<file path="src/rtl/seg7_pkg.sv">
// Shared seven-segment definitions: pattern type, blank pattern, bit order, hex decode.
// Latency: none (types, constants and a pure function).
// Backpressure: not applicable.
package seg7_pkg;

    // Segment pattern, MSB = segment A ... LSB = segment G, active-low (0 lights).
    typedef logic [6:0] seg7_t;

    // All segments dark in active-low form.
    localparam seg7_t SEG7_OFF = 7'b1111111;

    // Bit positions of each segment inside seg7_t.
    localparam int SEG_A = 6;
    localparam int SEG_B = 5;
    localparam int SEG_C = 4;
    localparam int SEG_D = 3;
    localparam int SEG_E = 2;
    localparam int SEG_F = 1;
    localparam int SEG_G = 0;

    // Hex nibble to active-low segment pattern (b and d in lower case).
    function automatic seg7_t hex_to_seg7_f(input logic [3:0] nib);
        seg7_t pat;
        case (nib)
            4'h0:    pat = 7'b0000001;
            4'h1:    pat = 7'b1001111;
            4'h2:    pat = 7'b0010010;
            4'h3:    pat = 7'b0000110;
            4'h4:    pat = 7'b1001100;
            4'h5:    pat = 7'b0100100;
            4'h6:    pat = 7'b0100000;
            4'h7:    pat = 7'b0001111;
            4'h8:    pat = 7'b0000000;
            4'h9:    pat = 7'b0000100;
            4'hA:    pat = 7'b0001000;
            4'hB:    pat = 7'b1100000;
            4'hC:    pat = 7'b0110001;
            4'hD:    pat = 7'b1000010;
            4'hE:    pat = 7'b0110000;
            default: pat = 7'b0111000;
        endcase
        return pat;
    endfunction

endpackage

</file>
<file path="src/rtl/hex_to_seg7.sv">
// Combinational hex nibble to active-low segment decoder with a blank override.
// Latency: zero cycles (pure combinational).
// Backpressure: none; output follows the inputs.
module hex_to_seg7
    import seg7_pkg::*;
(
    input  logic [3:0] nibble_i,
    input  logic       blank_i,
    output seg7_t      seg_o
);

    // Blanked digits go fully dark; otherwise look up the hex glyph.
    always_comb begin
        seg_o = blank_i ? SEG7_OFF : hex_to_seg7_f(nibble_i);
    end

endmodule

</file>
<file path="src/rtl/seven_seg_scanner.sv">
// Time-multiplexed common-anode 7-segment scanner with shadowed value, LZ blanking and dead cycle.
// Latency: outputs registered, 1 cycle from pre/idx/shadow state; load shows on a lit digit 1 edge later.
// Backpressure: none; load is always accepted, enable=0 freezes the scan and darkens the display.
module seven_seg_scanner
    import seg7_pkg::*;
#(
    parameter  int NUM_DIGITS  = 4,
    parameter  int REFRESH_DIV = 100000,
    parameter  int ACTIVE_LOW  = 1,
    localparam int IDX_W       = (NUM_DIGITS > 1) ? $clog2(NUM_DIGITS) : 1
) (
    input  logic                    clk,
    input  logic                    rst_n,
    input  logic [4*NUM_DIGITS-1:0] value,
    input  logic [NUM_DIGITS-1:0]   dp_in,
    input  logic                    load,
    input  logic                    lz_blank,
    input  logic                    enable,
    output logic [6:0]              seg,
    output logic                    dp,
    output logic [NUM_DIGITS-1:0]   an,
    output logic [IDX_W-1:0]        digit_idx
);

    localparam int                PRE_W    = $clog2(REFRESH_DIV);
    localparam logic [PRE_W-1:0]  PRE_LAST = PRE_W'(REFRESH_DIV - 1);
    localparam logic [IDX_W-1:0]  IDX_LAST = IDX_W'(NUM_DIGITS - 1);

    // Internally everything is active-low; INV flips all pins for active-high boards.
    localparam logic                  INV     = (ACTIVE_LOW == 0);
    localparam seg7_t                 SEG_RST = SEG7_OFF ^ {7{INV}};
    localparam logic [NUM_DIGITS-1:0] AN_RST  = {NUM_DIGITS{~INV}};
    localparam logic                  DP_RST  = ~INV;

    // Scan state
    logic [PRE_W-1:0] pre_q, pre_d;
    logic [IDX_W-1:0] idx_q, idx_d;

    // Shadow registers
    logic [4*NUM_DIGITS-1:0] val_q, val_d;
    logic [NUM_DIGITS-1:0]   dpsh_q, dpsh_d;

    // Output registers
    seg7_t                 seg_q, seg_d;
    logic                  dp_q, dp_d;
    logic [NUM_DIGITS-1:0] an_q, an_d;
    logic [IDX_W-1:0]      digit_idx_q, digit_idx_d;

    // Datapath intermediates
    logic [NUM_DIGITS-1:0] blank_vec;
    logic                  zero_run;
    logic [3:0]            nib_sel;
    logic                  blank_sel;
    logic                  dp_sel;
    seg7_t                 dec_seg;
    logic                  lit;
    logic [NUM_DIGITS-1:0] an_l;
    seg7_t                 seg_l;
    logic                  dp_l;

    // Shadow capture: value and dp requests are only sampled on load.
    always_comb begin
        val_d  = load ? value : val_q;
        dpsh_d = load ? dp_in : dpsh_q;
    end

    // Prescaler and digit index advance; both hold while disabled.
    always_comb begin
        pre_d = pre_q;
        idx_d = idx_q;
        if (enable) begin
            if (pre_q == PRE_LAST) begin
                pre_d = '0;
                idx_d = (idx_q == IDX_LAST) ? '0 : idx_q + 1'b1;
            end else begin
                pre_d = pre_q + 1'b1;
            end
        end
    end

    // Leading-zero mask: digit i>0 blanks when it and every higher nibble are zero.
    always_comb begin
        blank_vec = '0;
        zero_run  = 1'b1;
        for (int i = NUM_DIGITS - 1; i >= 0; i--) begin
            zero_run = zero_run & (val_q[4*i +: 4] == 4'h0);
            if (i != 0) begin
                blank_vec[i] = lz_blank & zero_run;
            end
        end
    end

    // Select the nibble, blank flag and dp request of the digit being scanned.
    always_comb begin
        nib_sel   = 4'h0;
        blank_sel = 1'b0;
        dp_sel    = 1'b0;
        for (int i = 0; i < NUM_DIGITS; i++) begin
            if (idx_q == IDX_W'(i)) begin
                nib_sel   = val_q[4*i +: 4];
                blank_sel = blank_vec[i];
                dp_sel    = dpsh_q[i];
            end
        end
    end

    hex_to_seg7 u_dec (
        .nibble_i (nib_sel),
        .blank_i  (blank_sel),
        .seg_o    (dec_seg)
    );

    // Build active-low pin values: dark during the dead cycle (pre=0) or when disabled.
    always_comb begin
        lit  = enable & (pre_q != '0);
        an_l = '1;
        for (int i = 0; i < NUM_DIGITS; i++) begin
            if (lit && (idx_q == IDX_W'(i))) begin
                an_l[i] = 1'b0;
            end
        end
        seg_l = lit ? dec_seg : SEG7_OFF;
        dp_l  = ~(lit & dp_sel);
    end

    // Apply board polarity to everything headed for the pins.
    always_comb begin
        an_d        = an_l ^ {NUM_DIGITS{INV}};
        seg_d       = seg_l ^ {7{INV}};
        dp_d        = dp_l ^ INV;
        digit_idx_d = idx_q;
    end

    // Scan state registers.
    always_ff @(posedge clk or negedge rst_n) begin
        if (!rst_n) begin
            pre_q <= '0;
            idx_q <= '0;
        end else begin
            pre_q <= pre_d;
            idx_q <= idx_d;
        end
    end

    // Shadow registers.
    always_ff @(posedge clk or negedge rst_n) begin
        if (!rst_n) begin
            val_q  <= '0;
            dpsh_q <= '0;
        end else begin
            val_q  <= val_d;
            dpsh_q <= dpsh_d;
        end
    end

    // Output registers; reset leaves the display dark in the board's polarity.
    always_ff @(posedge clk or negedge rst_n) begin
        if (!rst_n) begin
            an_q        <= AN_RST;
            seg_q       <= SEG_RST;
            dp_q        <= DP_RST;
            digit_idx_q <= '0;
        end else begin
            an_q        <= an_d;
            seg_q       <= seg_d;
            dp_q        <= dp_d;
            digit_idx_q <= digit_idx_d;
        end
    end

    assign an        = an_q;
    assign seg       = seg_q;
    assign dp        = dp_q;
    assign digit_idx = digit_idx_q;

endmodule

</file>
<file path="config.mk">
export PLATFORM = sky130hd
export DESIGN_NAME = seven_seg_scanner
export DESIGN_NICKNAME = d
export VERILOG_FILES = /design/src/rtl/seg7_pkg.sv /design/src/rtl/hex_to_seg7.sv /design/src/rtl/seven_seg_scanner.sv
export SDC_FILE = /design/constraint.sdc
export NUM_CORES = 1
export LEC_CHECK = 0
export BUFFER_PORTS_ARGS = -buffer_cell sky130_fd_sc_hd__buf_2
export CORE_UTILIZATION = 30
export CTS_BUF_LIST = sky130_fd_sc_hd__clkbuf_2 sky130_fd_sc_hd__clkbuf_4 sky130_fd_sc_hd__clkbuf_8
export DETAILED_ROUTE_END_ITERATION = 7
export GPL_ROUTABILITY_DRIVEN = 0
export GPL_TIMING_DRIVEN = 0
export HOLD_SLACK_MARGIN = 0.1
export SYNTH_ARGS = -nofsm -noshare
export SYNTH_HDL_FRONTEND = slang
export SYNTH_SLANG_ARGS = --single-unit
</file>
<file path="constraint.sdc">
create_clock -name clk -period 3.1 [get_ports clk]
set_input_delay 0.155 -clock clk [delete_from_list [all_inputs] [get_ports clk]]
set_output_delay 0.155 -clock clk [all_outputs]
set_load 0.005 [all_outputs]
</file>
# Word level (Yosys, flattened, before mapping)
# Memories as Yosys holds them, arrays and structs flattened.
# Cells that the tools add are included.
[word_totals]
reg_bits = 53
latchBits = 0
ram_bits = 0
mem_bits_ro = 112
input_bits = 25
out_inout_bits = 14
wordCells = 52
mem_count = 1
[memory_table]
columns = ["memory", "depth", "width", "read_ports", "rd_clocked_by_memory_dff", "wr", "line", "source"]
rows = [
  ["(no name shown)", 16, 7, 1, 0, 0, "seg7_pkg.sv:24", "case (nib)"],
]
[op_classes]
n_addsub = 2
n_mul = 0
div_mod_pow = 0
order_cmp = 0
eq_ne = 4
shifts = 0
n_mux = 19
bitwise = 8
reduce_logical = 10
[ops]
columns = ["operator", "n"]
rows = [
  ["$add 17x1->17 const B", 1],
  ["$eq 17x17->1 const B", 1],
  ["$mux 17", 1],
  ["$reduce_bool 17->1", 1],
  ["$mux 4", 4],
  ["$mux 7", 2],
  ["$logic_not 4->1", 3],
  ["$mux 1", 11],
  ["$and 1x1->1", 7],
  ["$eq 2x2->1 const B", 2],
  ["$logic_and 1x1->1", 4],
  ["$add 2x1->2 const B", 1],
  ["$eq 2x1->1 const B", 1],
  ["$logic_not 2->1", 1],
  ["$mux 2", 1],
  ["$reduce_and 2->1", 1],
  ["$not 1->1", 1],
]

# Depth between registers and ports, before layout
[logic_depth]
word_depth = 9
depth_mapped = 10
ltp_nobuf = 9

# By module
# Synthesis repeated with hierarchy kept, for this count alone.
[hier_totals]
hier_cells = 239
hier_area_um2 = 2748.9
[by_module_without_submodules]
columns = ["mod", "n_inst", "cells_each", "area_per_inst_um2", "seq_area_each_um2"]
rows = [
  ["seven_seg_scanner", 1, 203, 2454.9, 1341.3],
  ["hex_to_seg7", 1, 36, 294.0, 0.0],
]

# Worst setup path before layout
# No wires, ideal clock.
[synth_path]
kind = "register to register"
start = "register idx_q[0] (netlist: digit_idx_d[0])"
end = "register seg_q[3] (netlist: seg[3])"
setup_time_ns = 0.061
arrival_time_ns = 2.131
required_ns = 3.039
path_slack_ns = 0.908
stages_incl_launch_ff = 10
path_buffers = 2
synth_period_minus_slack_ns = 2.192
path_cell_list = "dfrtp_1 ha_1 buf_4 buf_2 a221oi_2 inv_1 ha_1 mux2i_1 mux2_2 nand2_1"
[synth_between]
elab_chain_len = 8
word_cells_on_any_way = 14
cone_classes = "eq/ne (3); mux (9); reduce/logical (1); memory (1)"
[synth_lines]
columns = ["item", "line", "source"]
rows = [
  ["from (decl)", "seven_seg_scanner.sv:37", "logic [IDX_W-1:0] idx_q, idx_d;"],
  ["from (signal assigned)", "seven_seg_scanner.sv:141", "idx_q <= idx_d;"],
  ["$logic_not 2->1", "seven_seg_scanner.sv:99", "if (idx_q == IDX_W'(i)) begin"],
  ["$mux 4 (4 in a row)", "seven_seg_scanner.sv:99", ""],
  ["$mem_v2 16x7", "n/a", ""],
  ["$mux 7 (*)", "hex_to_seg7.sv:14", "seg_o = blank_i ? SEG7_OFF : hex_to_seg7_f(nibble_i);"],
  ["$mux 7 (*)", "seven_seg_scanner.sv:122", "seg_l = lit ? dec_seg : SEG7_OFF;"],
  ["via seg_d[3]", "seven_seg_scanner.sv:44", "seg7_t seg_q, seg_d;"],
  ["to (signal assigned)", "seven_seg_scanner.sv:165", "seg_q <= seg_d;"],
  ["to (decl)", "seven_seg_scanner.sv:44", ""],
]
# The timed path passes the listed nets; every way through them passes the cells marked *.
# A chain may end at the register's enable or synchronous reset.

# Worst setup path after layout
# Ends and elaborated chain as after synthesis.

==> key figures <==
STA
  – Slew @ Worst Pin: 1.14 ns
  – Achievable Freq: 404 MHz
  – Final worst slack: 0.623 ns
  – Final hold vios: 0
  – Setup Viol. Count Final: 0
  – Crit share post-route: 79.9%
  – Setup tns final: 0 ns
  – Min Tclk post-route: 2.48 ns
  – RSZ-0062 raised after global routing: false
  – Slew Viols, Final: 0
  – Slew HR: 23.8%
  – Final Skew: 0.00630 ns

Cells and area
  – Filler cells: 866
  – Nets: 344
  – Non-Filler Instances: 416
  – # diodes: 0
  – Layout area overhead: 24.0%
  – Design area: 0.00331 mm²
  – Share of layout cells above drive strength 1: 28.9%

Floorplan
  – Initial Util: 30.8%
  – Chip Height: 96.4 µm
  – Die area: 0.00929 mm²
  – Core area: 0.00868 mm²
  – Top Ports: 39
  – Chip Width: 96.4 µm
  – Rows: 34

Synthesis
  – Yosys top cell area share: 38.4%
  – Synth Flop Type: dfrtp_1
  – Syn_area_per_cell: 11.0 µm²
  – Post-Synthesis Cells: 243
  – Async S/R FF share, synth: 100%
  – Synth warn: 0
  – Sequential area share after synthesis: 50.2%
  – Number of synthesized register bits: 53
  – Top-count cell post-synth: dfrtp_1
  – Syn nets: 280
  – Leading post-synthesis cells by cell area: dfrtp_1 (38%), dfstp_2 (12%), mux2_2 (7.2%)
  – Post-Syn Area: 0.00267 mm²
  – Yosys cell types: 46
  – Post-synth EDFFs: 0
  – Post-synth top cells: dfrtp_1 (41), nand2_1 (30), mux2_2 (17), nor2_1 (13)
  – Leading area contributor after synthesis: dfrtp_1

Global route
  – First-pass GRT wire length: 8.61 mm
  – GRT overflow: 0
  – GRT Total Usage: 12.1%
  – Initial antenna violation count: 0
  – Vias in the first global route: 1,818
  – Largest net degree at the start of global routing: 54

Setup path
  – Crit path max-delay cell type: dfrtp_1
  – CP delay by family, top: adder cells
  – Setup Crit Path Kind: reg2reg
  – Critical Path Fanout Max: 10
  – CP Depth: 10
  – Worst Setup End Kind: register
  – CP Launch Type: register
  – Crit path buf inv count: 3
  – CP cell instances: inv_1 > ha_1 > buf_4 > nor3b_1 > a221oi_2 > inv_1 > ha_1 > mux2i_1 > mux2_2 > nand2_1
  – Max stage delay on crit path: 0.44 ns
  – Worst EP arrival: 2.73 ns
  – R2r worst-path depth: 10
  – Required @ worst endpoint: 3.35 ns

Routing
  – Via count: 1,959
  – DR DRC count: 0
  – Iteration-0 DRC Markers: 93
  – Final wirelength: 5.29 mm
  – Routed len/inst: 12.7 µm
  – Post-detailed-route count of antenna-violating nets: 0
  – Drt pass-1 iters: 4
  – Vias/cell: 4.71

Placed design
  – Placed cell areas: 0.00299 mm²
  – Dpl hpwl: 3.83 mm
  – DP Cell Count: 388
  – Placement Setup Slack: 0.631 ns
  – PortBufs: 37

CTS
  – Post-CTS Repair Setup Buffers: 0
  – Root Driver: clkbuf_8
  – Clock Path Buffers: 2
  – Clock-pin slew on the worst setup and hold paths: 0.10 ns
  – CTS buffer count: 5
  – TritonCTS clock tree: built
  – Clock latency on the worst-skew pair: 0.30 ns
  – Clock sinks: 53
  – H-tree levels: 2

Hold path
  – Worst min path class: in2async

Pwr
  – Pwr/cell area: 481 mW/mm²
  – Peak VDD IR: 0.000164 V
  – Leakage: 1.44 nW
  – Pwr Total: 0.00159 W

Run
  – Max-cap viol count: 0

Status
  – Outcome: complete, no violations
[cells by family (layout without fill, tap and decap cells)]
| logic type | count (synthesis) | count (layout) | share of synthesized area (%) |
|---|---|---|---|
| AOI/OAI and AO/OA | 38 | 38 | 10.6 |
| xor gates and xnor gates | 13 | 13 | 4.26 |
| adders and majority gates | 12 | 12 | 5.62 |
| buffers and inverters | 21 | 86 | 4.02 |
| DFF | 53 | 53 | 50.2 |
| muxes | 20 | 20 | 8.28 |
| and+or+nand+nor | 86 | 86 | 17.0 |
[final timing paths]
check | to | from | slack, ns
min | pre_q[0]$_DFFE_PN0P_ | rst_n | 0.07
min reg2reg | digit_idx[1]$_DFF_PN0_ | digit_idx_d[1]$_DFFE_PN0P_ | 0.45
min in group clk | pre_q[0]$_DFFE_PN0P_ | enable | 0.13
max | seg[3]$_DFF_PN1_ | digit_idx_d[0]$_DFFE_PN0P_ | 0.62
max in group asynchronous | dpsh_q[3]$_DFFE_PN0P_ | rst_n | 2.34
max reg2reg | seg[3]$_DFF_PN1_ | digit_idx_d[0]$_DFFE_PN0P_ | 0.62
[registers in the layout, indices dropped and copies added, names as in the netlist]
signal	count
pre_q	17
val_q	16
seg	7
an	4
dpsh_q	4
digit_idx	2
digit_idx_d	2
dp	1
[metal layers]
layer  global-route usage (%)  part of all wire [%]
met5                        0                     0
met4                     3.31                   1.2
met3                     2.35                   4.0
met2                     19.1                    44
met1                     16.9                    51
[where the power goes]
part	switching [W]	leakage [nW]	internal, W	total (W)
clock	0.000230	0.0574	0.000263	0.000493
combinational	0.000129	0.762	0.000133	0.000263
sequential	0.0000585	0.625	0.000781	0.000839
[cells in the final DEF, fill, tap and decap left out, types with 2 or more instances in the layout]
cell and count:
buf_2 39, inv_1 11, buf_6 2, nor2_1 13
dlygate4sd3_1 20, and4_1 2, a21oi_1 5, nor3_1 4
buf_4 3, mux2i_1 3, dfstp_2 12, nand4_1 4
mux2_2 17, xnor2_1 5, nand2_1 30, xor2_1 8
o211ai_1 4, a211oi_1 3, ha_1 12, nand3b_1 6
and2_1 3, nor3b_1 4, nor2b_1 2, nor4_1 2
and3_1 2, nor2b_4 2, clkbuf_8 6, o21ai_0 11
dfrtp_1 41, a221oi_2 2, nand3_1 9, clkbuf_1 3
[stage by stage]
step	util (%)	hold WS, ns
finish	38.2	0.0672
global route	38.2	0.136
CTS	38.2	0.114
detailed placement	34.5	0.382
global placement	34.5	0.369
floorplan	-	-0.141
[what timing repair did]
action	CTS	global route
setup endpoints to repair	0	0
resized for setup	0	0
hold buffers	20	0
endpoints found under the hold margin	20	0
[layout make-up]
cell class / count / area, µm² / area share (%)
plain buffers: 10 / 66.3 / 2.00
clock buffers: 6 / 82.6 / 2.49
clock inverters: 2 / 37.5 / 1.13
inverters: 11 / 41.3 / 1.25
multi-input cells: 169 / 1220 / 37.0
flip-flops and latches: 53 / 1340 / 40.5
well taps: 108 / 135 / 4.08
repair buffers: 57 / 385 / 11.6
Note: power is estimated with default switching activity, not from simulation.
